<file path="src/rtl/mem_access_stage.sv">
// mem_access_stage
//   Memory stage that sits directly after Execute. Operations that do not touch
//   memory pass the ALU result straight to write-back, one per cycle. Loads and
//   stores run a single req/ack transaction on the data bus. The stage handles
//   byte lanes and load extension, and stalls upstream while the bus is
//   outstanding. A bus that never acks is abandoned after TIMEOUT_CYCLES.
//
// Ports
//   clk, rst_n          clock; asynchronous active-low reset
//   valid_in            Execute presents an operation
//   alu_result          effective address or pass-through value
//   store_data          store operand
//   mem_read/mem_write  load / store (both set executes as a store)
//   mem_size            0=byte 1=half 2=word 3=word
//   mem_unsigned        zero-extend loads when set
//   stall               upstream must hold its inputs
//   mem_req/mem_we      bus request / write enable
//   mem_addr/mem_be     word-aligned address / little-endian byte enables
//   mem_wdata           lane-replicated write data
//   mem_ack/mem_rdata   bus completion pulse / read data
//   wb_valid/wb_data    one-cycle result to write-back
//   misalign_err        pulse with wb_valid for a misaligned access
//   bus_err             pulse with wb_valid for a bus timeout
//
// state | meaning
// IDLE  | waiting for an operation; non-bus results retire from here
// BUSY  | mem_req held, waiting for mem_ack or timeout
// RESP  | result presented to write-back for one cycle

module mem_access_stage #(
  parameter int TIMEOUT_CYCLES = 16,
  parameter int CNT_W          = 5
) (
  input  logic        clk,
  input  logic        rst_n,
  input  logic        valid_in,
  input  logic [31:0] alu_result,
  input  logic [31:0] store_data,
  input  logic        mem_read,
  input  logic        mem_write,
  input  logic [1:0]  mem_size,
  input  logic        mem_unsigned,
  output logic        stall,
  output logic        mem_req,
  output logic        mem_we,
  output logic [31:0] mem_addr,
  output logic [3:0]  mem_be,
  output logic [31:0] mem_wdata,
  input  logic        mem_ack,
  input  logic [31:0] mem_rdata,
  output logic        wb_valid,
  output logic [31:0] wb_data,
  output logic        misalign_err,
  output logic        bus_err
);

  typedef enum logic [1:0] {
    IDLE = 2'd0,
    BUSY = 2'd1,
    RESP = 2'd2
  } state_t;

  state_t state, state_nxt;

  logic [CNT_W-1:0] cnt;
  logic             we_q;
  logic [1:0]       lane_q;
  logic [1:0]       size_q;
  logic             uns_q;

  logic             is_mem;
  logic             misaligned;
  logic             accept;
  logic             timeout_hit;
  logic [3:0]       be_calc;
  logic [31:0]      wdata_calc;
  logic [7:0]       byte_sel;
  logic [15:0]      half_sel;
  logic [31:0]      load_ext;

  assign is_mem = mem_read | mem_write;

  always_comb begin
    misaligned = 1'b0;
    be_calc    = 4'b1111;
    wdata_calc = store_data;
    case (mem_size)
      2'd0: begin
        be_calc    = 4'b0001 << alu_result[1:0];
        wdata_calc = {4{store_data[7:0]}};
      end
      2'd1: begin
        misaligned = alu_result[0];
        be_calc    = alu_result[1] ? 4'b1100 : 4'b0011;
        wdata_calc = {2{store_data[15:0]}};
      end
      default: misaligned = |alu_result[1:0];
    endcase
  end

  assign accept = (state == IDLE) && valid_in && is_mem && !misaligned;

  // Terminal count is one below the limit: the check happens in the cycle that
  // would be the last one without an ack, so mem_req is high TIMEOUT_CYCLES cycles.
  assign timeout_hit = (cnt == CNT_W'(TIMEOUT_CYCLES - 1));

  always_comb begin
    case (lane_q)
      2'd0:    byte_sel = mem_rdata[7:0];
      2'd1:    byte_sel = mem_rdata[15:8];
      2'd2:    byte_sel = mem_rdata[23:16];
      default: byte_sel = mem_rdata[31:24];
    endcase
    half_sel = lane_q[1] ? mem_rdata[31:16] : mem_rdata[15:0];
    case (size_q)
      2'd0:    load_ext = {{24{~uns_q & byte_sel[7]}}, byte_sel};
      2'd1:    load_ext = {{16{~uns_q & half_sel[15]}}, half_sel};
      default: load_ext = mem_rdata;
    endcase
  end

  always_ff @(posedge clk or negedge rst_n) begin
    if (!rst_n) state <= IDLE;
    else        state <= state_nxt;
  end

  always_comb begin
    state_nxt = state;
    mem_req   = 1'b0;
    stall     = 1'b0;
    case (state)
      IDLE: begin
        if (accept) begin
          state_nxt = BUSY;
          stall     = 1'b1;
        end
      end
      BUSY: begin
        mem_req = 1'b1;
        stall   = 1'b1;
        if (mem_ack || timeout_hit) state_nxt = RESP;
      end
      RESP:    state_nxt = IDLE;
      default: state_nxt = IDLE;
    endcase
  end

  // Write enable only while the request is live so the bus never sees a
  // stale write strobe between transactions.
  assign mem_we = we_q & (state == BUSY);

  always_ff @(posedge clk or negedge rst_n) begin
    if (!rst_n) begin
      cnt          <= '0;
      we_q         <= 1'b0;
      lane_q       <= 2'd0;
      size_q       <= 2'd0;
      uns_q        <= 1'b0;
      mem_addr     <= '0;
      mem_be       <= '0;
      mem_wdata    <= '0;
      wb_valid     <= 1'b0;
      wb_data      <= '0;
      misalign_err <= 1'b0;
      bus_err      <= 1'b0;
    end else begin
      wb_valid     <= 1'b0;
      misalign_err <= 1'b0;
      bus_err      <= 1'b0;
      case (state)
        IDLE: begin
          if (valid_in) begin
            if (!is_mem) begin
              wb_valid <= 1'b1;
              wb_data  <= alu_result;
            end else if (misaligned) begin
              wb_valid     <= 1'b1;
              wb_data      <= '0;
              misalign_err <= 1'b1;
            end else begin
              mem_addr  <= {alu_result[31:2], 2'b00};
              lane_q    <= alu_result[1:0];
              mem_be    <= be_calc;
              mem_wdata <= wdata_calc;
              we_q      <= mem_write;
              size_q    <= mem_size;
              uns_q     <= mem_unsigned;
              cnt       <= '0;
            end
          end
        end
        BUSY: begin
          if (mem_ack) begin
            wb_valid <= 1'b1;
            wb_data  <= we_q ? 32'd0 : load_ext;
          end else begin
            cnt <= cnt + CNT_W'(1);
            if (timeout_hit) begin
              wb_valid <= 1'b1;
              wb_data  <= '0;
              bus_err  <= 1'b1;
            end
          end
        end
        default: ;
      endcase
    end
  end

endmodule

</file>
<file path="config.mk">
export PLATFORM = sky130hd
export DESIGN_NAME = mem_access_stage
export DESIGN_NICKNAME = d
export VERILOG_FILES = /design/src/rtl/mem_access_stage.sv
export SDC_FILE = /design/constraint.sdc
export NUM_CORES = 1
export LEC_CHECK = 0
export ABC_AREA = 0
export CAP_MARGIN = 20
export CORE_MARGIN = 1
export CORE_UTILIZATION = 45
export CTS_CLUSTER_DIAMETER = 50
export DETAILED_ROUTE_END_ITERATION = 10
export GPL_TIMING_DRIVEN = 0
export HOLD_SLACK_MARGIN = 0.06
export MAX_ROUTING_LAYER = met4
export PLACE_DENSITY = 0.81
export SETUP_SLACK_MARGIN = 0.15
export SLEW_MARGIN = 20
export SYNTH_ARGS = -nofsm -noshare
export SYNTH_HDL_FRONTEND = slang
export SYNTH_SLANG_ARGS = --single-unit
</file>
<file path="constraint.sdc">
create_clock -name clk -period 3.2 [get_ports clk]
set_clock_uncertainty 0.15 [all_clocks]
set_input_delay 0.96 -clock clk [delete_from_list [all_inputs] [get_ports clk]]
set_output_delay 0.96 -clock clk [all_outputs]
set_load 0.03 [all_outputs]
</file>
==> impl_summary.txt, run 1 <==
----------------------------------------------------
[Outcome]
  Result of the run ... finished clean

[Timing]
  Crit share post-route ... between 90% and 100%
  Unrepaired setup endpoints after global routing ... true
  Hold Fails Final Rpt ... 0
  Minimum period implied by the final worst setup slack ... ~3.0 ns
  Slew at the pin closest to its max-slew limit ... between 0.9 and 1 ns
  Max-Slew Margin vs Limit ... about a third
  Final-report setup violation count ... 0
  Highest Clock Rate ... around 0.33 GHz
  Number of slew-limit violations in the final report ... 0

[Logic synthesis]
  Number of different library cells in the post-synthesis netlist ... 56
  Number of enable flip-flop cells after synthesis ... 0
  Synth warnings ... 0
  Area leader, netlist ... sky130_fd_sc_hd__dfrtp_1
  Async set or reset register ratio after synthesis ... 100%
  Most area-consuming cells after synthesis ... sky130_fd_sc_hd__dfrtp_1 (50%), sky130_fd_sc_hd__mux2_2 (8.6%), sky130_fd_sc_hd__mux2i_1 (4.5%)
  Top-area cell type share of the netlist area ... about half
  Post-synthesis cell area ... between 5000 and 6000 um^2
  Sequential element share of the synthesized area ... about 50%
  Number of storage elements in the synthesis netlist ... 114
  Mapped Cells ... 521
  Syn avg cell area ... 11.0 um^2
  Post-synth top flop ... sky130_fd_sc_hd__dfrtp_1

[Flow run]
  Total of max-cap violations ... 0

[Placement]
  Half-perimeter wire length after placement ... 14,300 um
  Number of I/O port buffers ... 208
  Placed cell areas ... 8070 um^2
  Routability congestion estimate from global placement ... 0.913

[Finish]
  Net count reported at finish ... 867
  Post-route standard cell area excluding fillers ... ~8700 um^2
  Count of antenna diodes in the layout ... 0
  Share of post-route cells with drive strength above 1 ... 18.7%
  Area added between synthesis and finish ... 51.8%

[Setup path]
  Reg-to-Reg End ... wb_data[30]$_DFFE_PN0P_
  Critical path type ... input pin to output port
  Critical path capture point type ... output port
  Worst flop-to-flop path startpoint ... cnt[0]$_DFFE_PN0P_
  Worst-case register-to-register setup slack ... between 0.7 and 0.8 ns
  Largest fanout of any net on the critical path ... 6
  Required arrival time at the worst endpoint ... ~2.1 ns
  CP Launch Point ... alu_result[0]
  Critical path startpoint category ... input pin
  Cells on worst reg2reg path ... 9
  Endpoint arrival time on the critical path ... approximately 1.9 ns

[Floorplanning]
  Number of standard-cell rows in the floorplan ... 40
  Width of the die ... ~110 um
  Core Box Area ... between 10,000 and 15,000 um^2
  Initial Util ... a little under half
  Vertical die dimension ... between 100 and 150 um
  Count of boundary I/O pins ... 211
  Floorplan die area ... ~13,000 um^2

[Drt]
  WL per Instance ... between 20 and 25 um
  Pre-antenna DRT Iters ... 7
  Number of nets with antenna violations after detailed routing ... 0
  Number of design-rule violations left by the first detailed-router iteration ... 271
  Routed WL ... around 20,000 um
  Total number of vias ... 5,441
  Post-detailed-route via-to-cell ratio ... about 5.8
  DRC viols ... 0

[Clocking]
  CTS H-Tree Depth ... 4
  Number of sinks on the clock net ... ~110
  Clk_lat worst skew ... about 0.42 ns
  Clock-pin slew reported for the worst setup and hold paths after clock tree synthesis ... 0.05 ns
  Maximum buffer depth of the clock tree ... 2
  Number of buffers added by the clock tree synthesis step ... 17
  Clock tree from TritonCTS ... built
  Hold-fix buffer count after cts ... 0
  Clock Root Buffer ... sky130_fd_sc_hd__clkbuf_16

[Global route]
  Met1 GRT Util ... ~37%
  Via count of the first global-routing pass ... about 5,500
  GRT Resource Usage Total ... between 30% and 40%
  Met3 layer usage reported by global route ... between 9 and 10%
  Number of antenna violations at the first check in global routing ... 0
  Global-route wire length before repair ... approximately 30,000 um
  Global-route layer with the greatest usage ... met2
  Largest net degree at the start of global routing ... 74
  GR Util met2 ... 50.3%
  Residual overflow from global routing ... 0

[Power and ir drop]
  Ratio of total power to cell area ... 792 nW/um^2
  Portion of total power attributed to sequential cells ... 30.9%
  Leakage component of the power ... 3.68 nW
  Proportion of power drawn by combinational gates ... 43.5%
  Switching power of the nets ... 0.00257 W
  Switching portion of total power ... a little under two fifths
  Maximum VDD drop ... approximately 0.00045 V
  Total power draw ... roughly 0.0069 W
  Cell internal power dissipation ... about 0.0043 W
  Share of power burned in the clock network ... 25.6%

[Min path]
  Type of the tightest min-delay check ... input pin to async pin

----------------------------------------------------
[cell usage in the layout (no fill, tap or decap), types with 10 or more instances in the layout]
cell	instances
sky130_fd_sc_hd__clkdlybuf4s50_1	197
sky130_fd_sc_hd__dfrtp_1	114
sky130_fd_sc_hd__mux2_2	44
sky130_fd_sc_hd__nand2_1	37
sky130_fd_sc_hd__o21ai_0	32
sky130_fd_sc_hd__mux2i_1	26
sky130_fd_sc_hd__inv_1	19
sky130_fd_sc_hd__buf_2	18
sky130_fd_sc_hd__nor3_1	18
sky130_fd_sc_hd__clkbuf_16	17
sky130_fd_sc_hd__clkbuf_1	16
sky130_fd_sc_hd__a22oi_1	16
sky130_fd_sc_hd__a31oi_1	16
sky130_fd_sc_hd__nand3_1	16
sky130_fd_sc_hd__o22ai_1	15
sky130_fd_sc_hd__nor2_1	14
sky130_fd_sc_hd__buf_4	14
sky130_fd_sc_hd__a21oi_1	12
sky130_fd_sc_hd__nor2b_1	10
[synth_stat cells (15+ instances only)]
cell type                   n
sky130_fd_sc_hd__a22oi_1   16
sky130_fd_sc_hd__a31oi_1   16
sky130_fd_sc_hd__nand3_1   16
sky130_fd_sc_hd__mux2i_1   26
sky130_fd_sc_hd__buf_2     19
sky130_fd_sc_hd__nor3_1    18
sky130_fd_sc_hd__inv_1     19
sky130_fd_sc_hd__o21ai_0   32
sky130_fd_sc_hd__nand2_1   39
sky130_fd_sc_hd__dfrtp_1  114
sky130_fd_sc_hd__o22ai_1   15
sky130_fd_sc_hd__mux2_2    44
[layout make-up]
type	instances	area, um^2
tap	168	210
clock inverter	6	55.1
inverter	22	87.6
multi-input combinational	345	2610
sequential	114	2850
fill	946	3500
clock buffer	24	492
timing repair buffer	219	2160
buffer	41	243
[power groups by stage]
stage	Sequential [W]	Clock, W	Combinational [W]
after floorplan	0.00291	0	0.000900
after global placement	0.00212	0	0.00291
after detailed placement	0.00215	0	0.00297
after CTS	0.00213	0.00178	0.00300
after global routing	0.00218	0.00186	0.00316
final	0.00213	0.00176	0.00300
[timing repair]
action | CTS | global route
setup endpoints to repair | 2 | 1
setup buffers | 7 | 3
gates resized for setup | 33 | 14
pin swaps | 3 | 2
[worst max path at each step]
stage                              endpoint  cells past startpoint
after floorplan                       stall                      5
after global placement    bus_err$_DFF_PN0_                      1
after detailed placement              stall                      7
after CTS                             stall                      7
after global routing                  stall                      7
final                                 stall                      7
[worst max-delay path, stage by stage]
cell and delay (ns):
sky130_fd_sc_hd__buf_4 0.16, sky130_fd_sc_hd__o21ai_4 0.15, sky130_fd_sc_hd__nand4_1 0.15, sky130_fd_sc_hd__buf_6 0.17
sky130_fd_sc_hd__buf_8 0.11, sky130_fd_sc_hd__nand2_2 0.07, sky130_fd_sc_hd__buf_6 0.13
[metal layers]
layer / share of wire [%] / up-vias
met3: 9.7 / 52
met1: 39 / 2665
met5: 0 / -
met4: 2.7 / 0
met2: 48 / 317
li1: - / 2407
[sequential cells by signal (all words and copies together) (netlist names), 2 cells and up]
name       flops
mem_wdata     32
wb_data       32
mem_addr      30
cnt            5
mem_be         4
lane_q         2
size_q         2
state          2
[through the flow]
| step | utilization, % | worst slack [ns] | TNS, ns | hold WS (ns) | std cells |
|---|---|---|---|---|---|
| global placement | 65.9 | -3.29 | -374.99 | 0.311 | 898 |
| CTS | 71.2 | 0.0883 | 0 | 0.306 | 936 |
| floorplan | - | 0.171 | 0 | 0.306 | 522 |
| finish | 71.3 | 0.183 | 0 | 0.304 | 939 |
| global route | 71.3 | 0.147 | 0 | 0.321 | 939 |
| detailed placement | 66.1 | -1.32 | -1.32 | 0.321 | 899 |
[logic make-up (layout without fill, tap and decap cells)]
logic type | after synthesis | in the layout | synth area share [%]
other | 1 | 2 | 0.0653
adders and majority gates | 2 | 2 | 0.436
DFF | 114 | 114 | 49.7
AOI/OAI and AO/OA | 137 | 137 | 16.7
and+or+nand+nor | 126 | 126 | 11.3
muxes | 78 | 78 | 16.3
buffers and inverters | 63 | 312 | 5.47
Power figures use the tool's default switching activity.
==> inputs of run 2 (changes only) <==
--- a/config.mk
+++ b/config.mk
@@ -16,7 +16,6 @@
 export MAX_ROUTING_LAYER = met4
 export PLACE_DENSITY = 0.81
 export SETUP_SLACK_MARGIN = 0.15
-export SLEW_MARGIN = 20
 export SYNTH_ARGS = -nofsm -noshare
 export SYNTH_HDL_FRONTEND = slang
 export SYNTH_SLANG_ARGS = --single-unit
==> run 2 against run 1 <==
Effect of this change:
- power grew 1.4%
- first-iteration DRC count is 20% higher
- utilization grew 0.062 points
- sequential power about the same
- final cell count is 0.32% lower
- clock-buffer cell count up 1
- maximum frequency decreased by 0.78%
==> impl_summary.txt, run 2 (same netlist as run 1, synthesis figures left out) <==
----------------------------------------------------
[Outcome]
  Result of the run ... finished clean

[Finish]
  Largest registers ... mem_wdata: 32 flops, wb_data: 32 flops, mem_addr: 30 flops
  Number of inserted filler cells in the final layout ... 925 (-2.2%)
  Number of non-filler instances in the completed layout ... 936 (-0.32%)
  Count of antenna diodes in the layout ... 0 (unchanged)
  Net count reported at finish ... 864 (-0.35%)
  Post-route standard cell area excluding fillers ... 8720 um^2 (about the same)
  Total area of sequential cells ... 2850 um^2 (unchanged)
  Most common cell after layout, fill and taps aside ... sky130_fd_sc_hd__clkdlybuf4s50_1
  Area of combinational cells with multiple inputs ... 2600 um^2 (-0.19%)
  Area added between synthesis and finish ... 51.9% (about the same)
  Commonest cells after routing, fill and taps aside ... sky130_fd_sc_hd__clkdlybuf4s50_1 (197), sky130_fd_sc_hd__dfrtp_1 (114), sky130_fd_sc_hd__mux2_2 (44)
  Share of post-route cells with drive strength above 1 ... 18.0% (-0.71 points)

[Power and ir drop]
  Ratio of total power to cell area ... 803 nW/um^2 (+1.3%)
  Leakage component of the power ... 3.67 nW (-0.21%)
  Maximum VDD drop ... 0.000447 V (-0.42%)

[Timing]
  Minimum period implied by the final worst setup slack ... 3.04 ns (+0.0236 ns)
  Highest Clock Rate ... 0.329 GHz (-0.78%)
  Max-Slew Margin vs Limit ... 37.9% (+2.8 points)
  Crit share post-route ... 95.0% (+0.74 points)
  Unrepaired setup endpoints after global routing ... true
  Hold Fails Final Rpt ... 0 (unchanged)
  Slew at the pin closest to its max-slew limit ... 0.928 ns (-0.0420 ns)
  Final-report setup violation count ... 0 (unchanged)
  Number of slew-limit violations in the final report ... 0 (unchanged)

[Clocking]
  Number of buffers added by the clock tree synthesis step ... 17 (unchanged)
  Clock Root Buffer ... sky130_fd_sc_hd__clkbuf_16
  Maximum buffer depth of the clock tree ... 2 (unchanged)
  Clk_lat worst skew ... 0.42 ns (about the same)
  Number of sinks on the clock net ... 114 (unchanged)
  Clock-pin slew reported for the worst setup and hold paths after clock tree synthesis ... 0.05 ns (about the same)
  Clock tree from TritonCTS ... built
  CTS H-Tree Depth ... 4 (unchanged)

[Flow run]
  Total of max-cap violations ... 0 (unchanged)

[Drt]
  Pre-antenna DRT Iters ... 5 (-2)
  Number of design-rule violations left by the first detailed-router iteration ... 325 (+20%)
  Routed WL ... 19,400 um (-1.1%)
  Total number of vias ... 5,369 (-1.3%)
  Post-detailed-route via-to-cell ratio ... 5.74 (-1.0%)
  DRC viols ... 0 (unchanged)
  Number of nets with antenna violations after detailed routing ... 0 (unchanged)
  WL per Instance ... 20.7 um (-0.75%)

[Global route]
  Residual overflow from global routing ... 0 (unchanged)
  GRT Resource Usage Total ... 31.7% (about the same)
  Global-route wire length before repair ... 30,000 um (+0.25%)
  Number of antenna violations at the first check in global routing ... 0 (unchanged)
  Largest net degree at the start of global routing ... 59 (-20%)
  Via count of the first global-routing pass ... 5,497 (-0.92%)

[Floorplanning]
  Floorplan die area ... 13,200 um^2 (unchanged)
  Initial Util ... 47.0% (unchanged)
  Number of standard-cell rows in the floorplan ... 40 (unchanged)
  Vertical die dimension ... 115 um (unchanged)
  Core Box Area ... 12,200 um^2 (unchanged)
  Count of boundary I/O pins ... 211 (unchanged)
  Width of the die ... 115 um (unchanged)

[Placement]
  Routability congestion estimate from global placement ... 0.913 (unchanged)
  Number of I/O port buffers ... 208 (unchanged)
  Placed cell areas ... 8070 um^2 (about the same)
  Half-perimeter wire length after placement ... 14,300 um (-0.19%)
  Placed cell count ... 899 (unchanged)

[Setup path]
  Critical path startpoint category ... input pin
  Critical path type ... input pin to output port
  Largest fanout of any net on the critical path ... 6 (unchanged)
  Critical path capture point type ... output port
  Required arrival time at the worst endpoint ... 2.09 ns (about the same)
  CP Launch Point ... alu_result[0]
  Worst flop-to-flop path startpoint ... cnt[0]$_DFFE_PN0P_
  Endpoint arrival time on the critical path ... 1.93 ns (+0.02 ns)
  Worst-case register-to-register setup slack ... 0.77 ns (-0.02 ns)

[Min path]
  Type of the tightest min-delay check ... register to register
  Critical hold path startpoint ... mem_wdata[30]$_DFFE_PN0P_

----------------------------------------------------
run 2: cell count changes in the layout (fill, tap and decap cells not counted), moves of 2 or more:
cell / before / now
sky130_fd_sc_hd__buf_4: 14 / 11
sky130_fd_sc_hd__clkinv_2: 5 / 3
sky130_fd_sc_hd__buf_6: 9 / 7
sky130_fd_sc_hd__clkbuf_2: 4 / 2
sky130_fd_sc_hd__clkdlybuf4s15_1: 0 / 2
run 2: repair_timing:
action / in CTS / in global routing
hold buffers: 0 / 0
resized for setup: 30 / 8
setup buffers: 6 / 1
endpoints found under the setup margin: 2 / 1
pin swaps: 3 / 2
run 2: area by class of cell:
type                            instances  share of cell area (%)
Clock buffer                           25                    5.80
Tap cell                              168                    2.41
Inverter                               22                    1.00
Timing Repair Buffer                  216                    24.6
Buffer                                 41                    2.78
Clock inverter                          5                   0.861
Sequential cell                       114                    32.7
Multi-Input combinational cell        345                    29.9
run 2: power breakdown:
part           switching [W]  leakage [nW]  internal, W
clock               0.000635         0.289      0.00123
sequential          0.000257          1.41      0.00188
combinational        0.00168          1.97      0.00131
total                0.00257          3.67      0.00443
run 2: stage by stage:
step | util, % | total power, W | hold slack [ns] | worst slack, ns | setup TNS, ns
floorplan | - | 0.00381 | 0.306 | 0.171 | 0
finish | 71.4 | 0.00700 | 0.325 | 0.159 | 0
global placement | 65.9 | 0.00503 | 0.311 | -3.29 | -374.99
detailed placement | 66.1 | 0.00512 | 0.321 | -1.31 | -1.31
global route | 71.4 | 0.00728 | 0.356 | 0.125 | 0
CTS | 71.4 | 0.00701 | 0.331 | 0.0831 | 0
run 2: path summary, 6_finish.rpt:
check,endpoint,cells past startpoint
setup reg to reg,wb_data[28]$_DFFE_PN0P_,9
hold reg to reg,mem_wdata[30]$_DFFE_PN0P_,2
min in group asynchronous,mem_addr[11]$_DFFE_PN0P_,1
max in group asynchronous,mem_wdata[1]$_DFFE_PN0P_,2
hold / removal,mem_wdata[30]$_DFFE_PN0P_,2
setup / recovery,stall,7
run 2: critical path: stages:
cell	delay [ns]
sky130_fd_sc_hd__buf_2	0.18
sky130_fd_sc_hd__o21ai_4	0.18
sky130_fd_sc_hd__nand4_1	0.15
sky130_fd_sc_hd__buf_6	0.16
sky130_fd_sc_hd__buf_8	0.11
sky130_fd_sc_hd__nand2_2	0.06
sky130_fd_sc_hd__buf_6	0.12
run 2: layer usage:
metal  GRT usage [%]  wire length, um  up-vias
met5               -                0        -
met4            13.5              584        0
met3            10.2             1810       54
met2            50.0             9280      286
met1            37.2             7720     2629
li1                -                -     2400
==> inputs of run 3 (changes only) <==
--- a/config.mk
+++ b/config.mk
@@ -13,7 +13,6 @@
 export DETAILED_ROUTE_END_ITERATION = 10
 export GPL_TIMING_DRIVEN = 0
 export HOLD_SLACK_MARGIN = 0.06
-export MAX_ROUTING_LAYER = met4
 export PLACE_DENSITY = 0.81
 export SETUP_SLACK_MARGIN = 0.15
 export SYNTH_ARGS = -nofsm -noshare
==> run 3 against run 2 <==
Effect of this change:
- sequential power hardly changed
- register-to-register slack got worse by 0.04 ns
- global-route usage is 1.2 points lower
- power fell by 0.80%
- hold slack improved by 0.0039 ns
- wire length increased by 0.41%
==> impl_summary.txt, run 3 (same netlist as run 1, synthesis figures left out) <==
----------------------------------------------------
[Timing]
  Highest Clock Rate ... 0.331 GHz (+0.72%)
  Unrepaired setup endpoints after global routing ... true
  Slew at the pin closest to its max-slew limit ... 0.926 ns (-0.00225 ns)
  Max-Slew Margin vs Limit ... 38.0% (+0.15 points)
  Final setup slack of the worst path ... 0.181 ns (+0.0218 ns)
  Number of slew-limit violations in the final report ... 0 (unchanged)
  Crit share post-route ... 94.3% (-0.68 points)
  Hold Fails Final Rpt ... 0 (unchanged)
  Final-report setup violation count ... 0 (unchanged)
  Minimum period implied by the final worst setup slack ... 3.02 ns (-0.0218 ns)

[Floorplanning]
  Core Box Area ... 12,200 um^2 (unchanged)
  Vertical die dimension ... 115 um (unchanged)
  Count of boundary I/O pins ... 211 (unchanged)
  Number of standard-cell rows in the floorplan ... 40 (unchanged)
  Initial Util ... 47.0% (unchanged)
  Width of the die ... 115 um (unchanged)
  Floorplan die area ... 13,200 um^2 (unchanged)

[Placement]
  Half-perimeter wire length after placement ... 14,200 um (-0.61%)
  Number of I/O port buffers ... 208 (unchanged)
  Routability congestion estimate from global placement ... 0.884 (-3.2%)
  Post-Place Worst Slack ... -1.32 ns (-0.00944 ns)
  Placed cell count ... 899 (unchanged)

[Finish]
  Share of post-route cells with drive strength above 1 ... 18.3% (+0.37 points)
  Most common cell after layout, fill and taps aside ... sky130_fd_sc_hd__clkdlybuf4s50_1
  Number of inserted filler cells in the final layout ... 929 (+0.43%)
  Largest registers ... mem_wdata: 32 flops, wb_data: 32 flops, mem_addr: 30 flops
  Count of antenna diodes in the layout ... 0 (unchanged)
  Area added between synthesis and finish ... 51.8% (about the same)
  Area of combinational cells with multiple inputs ... 2610 um^2 (+0.19%)
  Total area of sequential cells ... 2850 um^2 (unchanged)
  Number of non-filler instances in the completed layout ... 937 (+0.11%)
  Commonest cells after routing, fill and taps aside ... sky130_fd_sc_hd__clkdlybuf4s50_1 (197), sky130_fd_sc_hd__dfrtp_1 (114), sky130_fd_sc_hd__mux2_2 (44)
  Net count reported at finish ... 865 (+0.12%)

[Clocking]
  Clock tree from TritonCTS ... built
  CTS H-Tree Depth ... 4 (unchanged)
  Hold-fix buffer count after cts ... 0 (unchanged)
  Clk_lat worst skew ... 0.41 ns (about the same)
  Number of buffers added by the clock tree synthesis step ... 17 (unchanged)
  Number of sinks on the clock net ... 114 (unchanged)
  Maximum buffer depth of the clock tree ... 2 (unchanged)
  Clock-pin slew reported for the worst setup and hold paths after clock tree synthesis ... 0.05 ns (about the same)
  Clock Root Buffer ... sky130_fd_sc_hd__clkbuf_16

[Drt]
  Pre-antenna DRT Iters ... 6 (+1)
  Total number of vias ... 5,420 (+0.95%)
  DRC viols ... 0 (unchanged)
  WL per Instance ... 20.8 um (+0.30%)
  Routed WL ... 19,500 um (+0.41%)
  Number of nets with antenna violations after detailed routing ... 0 (unchanged)
  Post-detailed-route via-to-cell ratio ... 5.78 (+0.84%)
  Number of design-rule violations left by the first detailed-router iteration ... 284 (-13%)

[Power and ir drop]
  Ratio of total power to cell area ... 797 nW/um^2 (-0.74%)
  Maximum VDD drop ... 0.000465 V (+4.2%)
  Leakage component of the power ... 3.67 nW (about the same)
  Total power draw ... 0.00694 W (-0.80%)

[Setup path]
  Critical path capture point type ... output port
  Most frequent CP cell ... sky130_fd_sc_hd__buf_6
  Worst flop-to-flop path startpoint ... cnt[0]$_DFFE_PN0P_
  Endpoint arrival time on the critical path ... 1.91 ns (-0.02 ns)
  CP peak stage delay ... 0.22 ns (+0.04 ns)
  Slowest cell on the critical path ... sky130_fd_sc_hd__nor3b_4
  Worst-case register-to-register setup slack ... 0.73 ns (-0.04 ns)
  Largest fanout of any net on the critical path ... 3 (-3)
  Critical path startpoint category ... input pin
  Cell-by-cell trace of the critical path ... buf_4, nor3b_4, nand4_1, buf_6, buf_8, nand2_4, buf_6
  Critical path type ... input pin to output port
  CP Launch Point ... valid_in
  Required arrival time at the worst endpoint ... 2.09 ns (about the same)

[Min path]
  Type of the tightest min-delay check ... register to register
  Critical hold path startpoint ... mem_wdata[9]$_DFFE_PN0P_

[Global route]
  Global-route wire length before repair ... 30,100 um (+0.25%)
  Largest net degree at the start of global routing ... 59 (unchanged)
  Residual overflow from global routing ... 0 (unchanged)
  Number of antenna violations at the first check in global routing ... 0 (unchanged)
  Via count of the first global-routing pass ... 5,593 (+1.7%)
  GRT Resource Usage Total ... 30.5% (-1.2 points)

[Outcome]
  Result of the run ... finished clean

[Flow run]
  Total of max-cap violations ... 0 (unchanged)

----------------------------------------------------
## run 3: path summary, 6_finish.rpt
kind                       cells after the start                         to
hold / removal                                 2   mem_wdata[9]$_DFFE_PN0P_
min in group asynchronous                      1   mem_addr[11]$_DFFE_PN0P_
setup reg to reg                               9    wb_data[23]$_DFFE_PN0P_
setup / recovery                               7                      stall
max in group asynchronous                      2  mem_wdata[16]$_DFFE_PN0P_
hold reg to reg                                2   mem_wdata[9]$_DFFE_PN0P_
## run 3: through the flow
stage               setup TNS [ns]  util [%]  cell area [um^2]  hold slack, ns
floorplan                        0         -              5750           0.306
global placement           -373.80      65.9              8040           0.311
detailed placement           -1.32      66.1              8070           0.322
CTS                              0      71.3              8710           0.333
global route                     0      71.3              8710           0.346
finish                           0      71.3              8710           0.329
## run 3: layout make-up
class | count | area share (%)
buffer | 41 | 2.79
timing repair buffer | 217 | 24.6
multi-input combinational | 345 | 29.9
inverter | 22 | 1.01
clock buffer | 25 | 5.92
tap | 168 | 2.41
sequential | 114 | 32.7
clock inverter | 5 | 0.574
## run 3: repair_timing
item                                    in CTS  in global routing
resized for setup                           33                  9
buffers inserted                             7                  1
pin swaps                                    3                  1
endpoints found under the setup margin       2                  2
## run 3: metal layers
layer | track usage [%] | up-vias | wire (um)
li1 | - | 2414 | -
met1 | 36.2 | 2635 | 7430
met2 | 51.8 | 327 | 9510
met3 | 9.33 | 44 | 1980
met4 | 12.2 | 0 | 554
met5 | 0 | - | 0
## run 3: worst max-delay path, delay by kind of cell
| kind | cells | cell delay, ns |
|---|---|---|
| buf+inv | 4 | 0.49 |
| simple gates | 3 | 0.46 |
## run 3: power breakdown
part	internal [W]	switching, W	total, W	leakage, nW
combinational	0.00132	0.00168	0.00300	1.98
sequential	0.00188	0.000261	0.00214	1.41
clock	0.00117	0.000630	0.00180	0.285
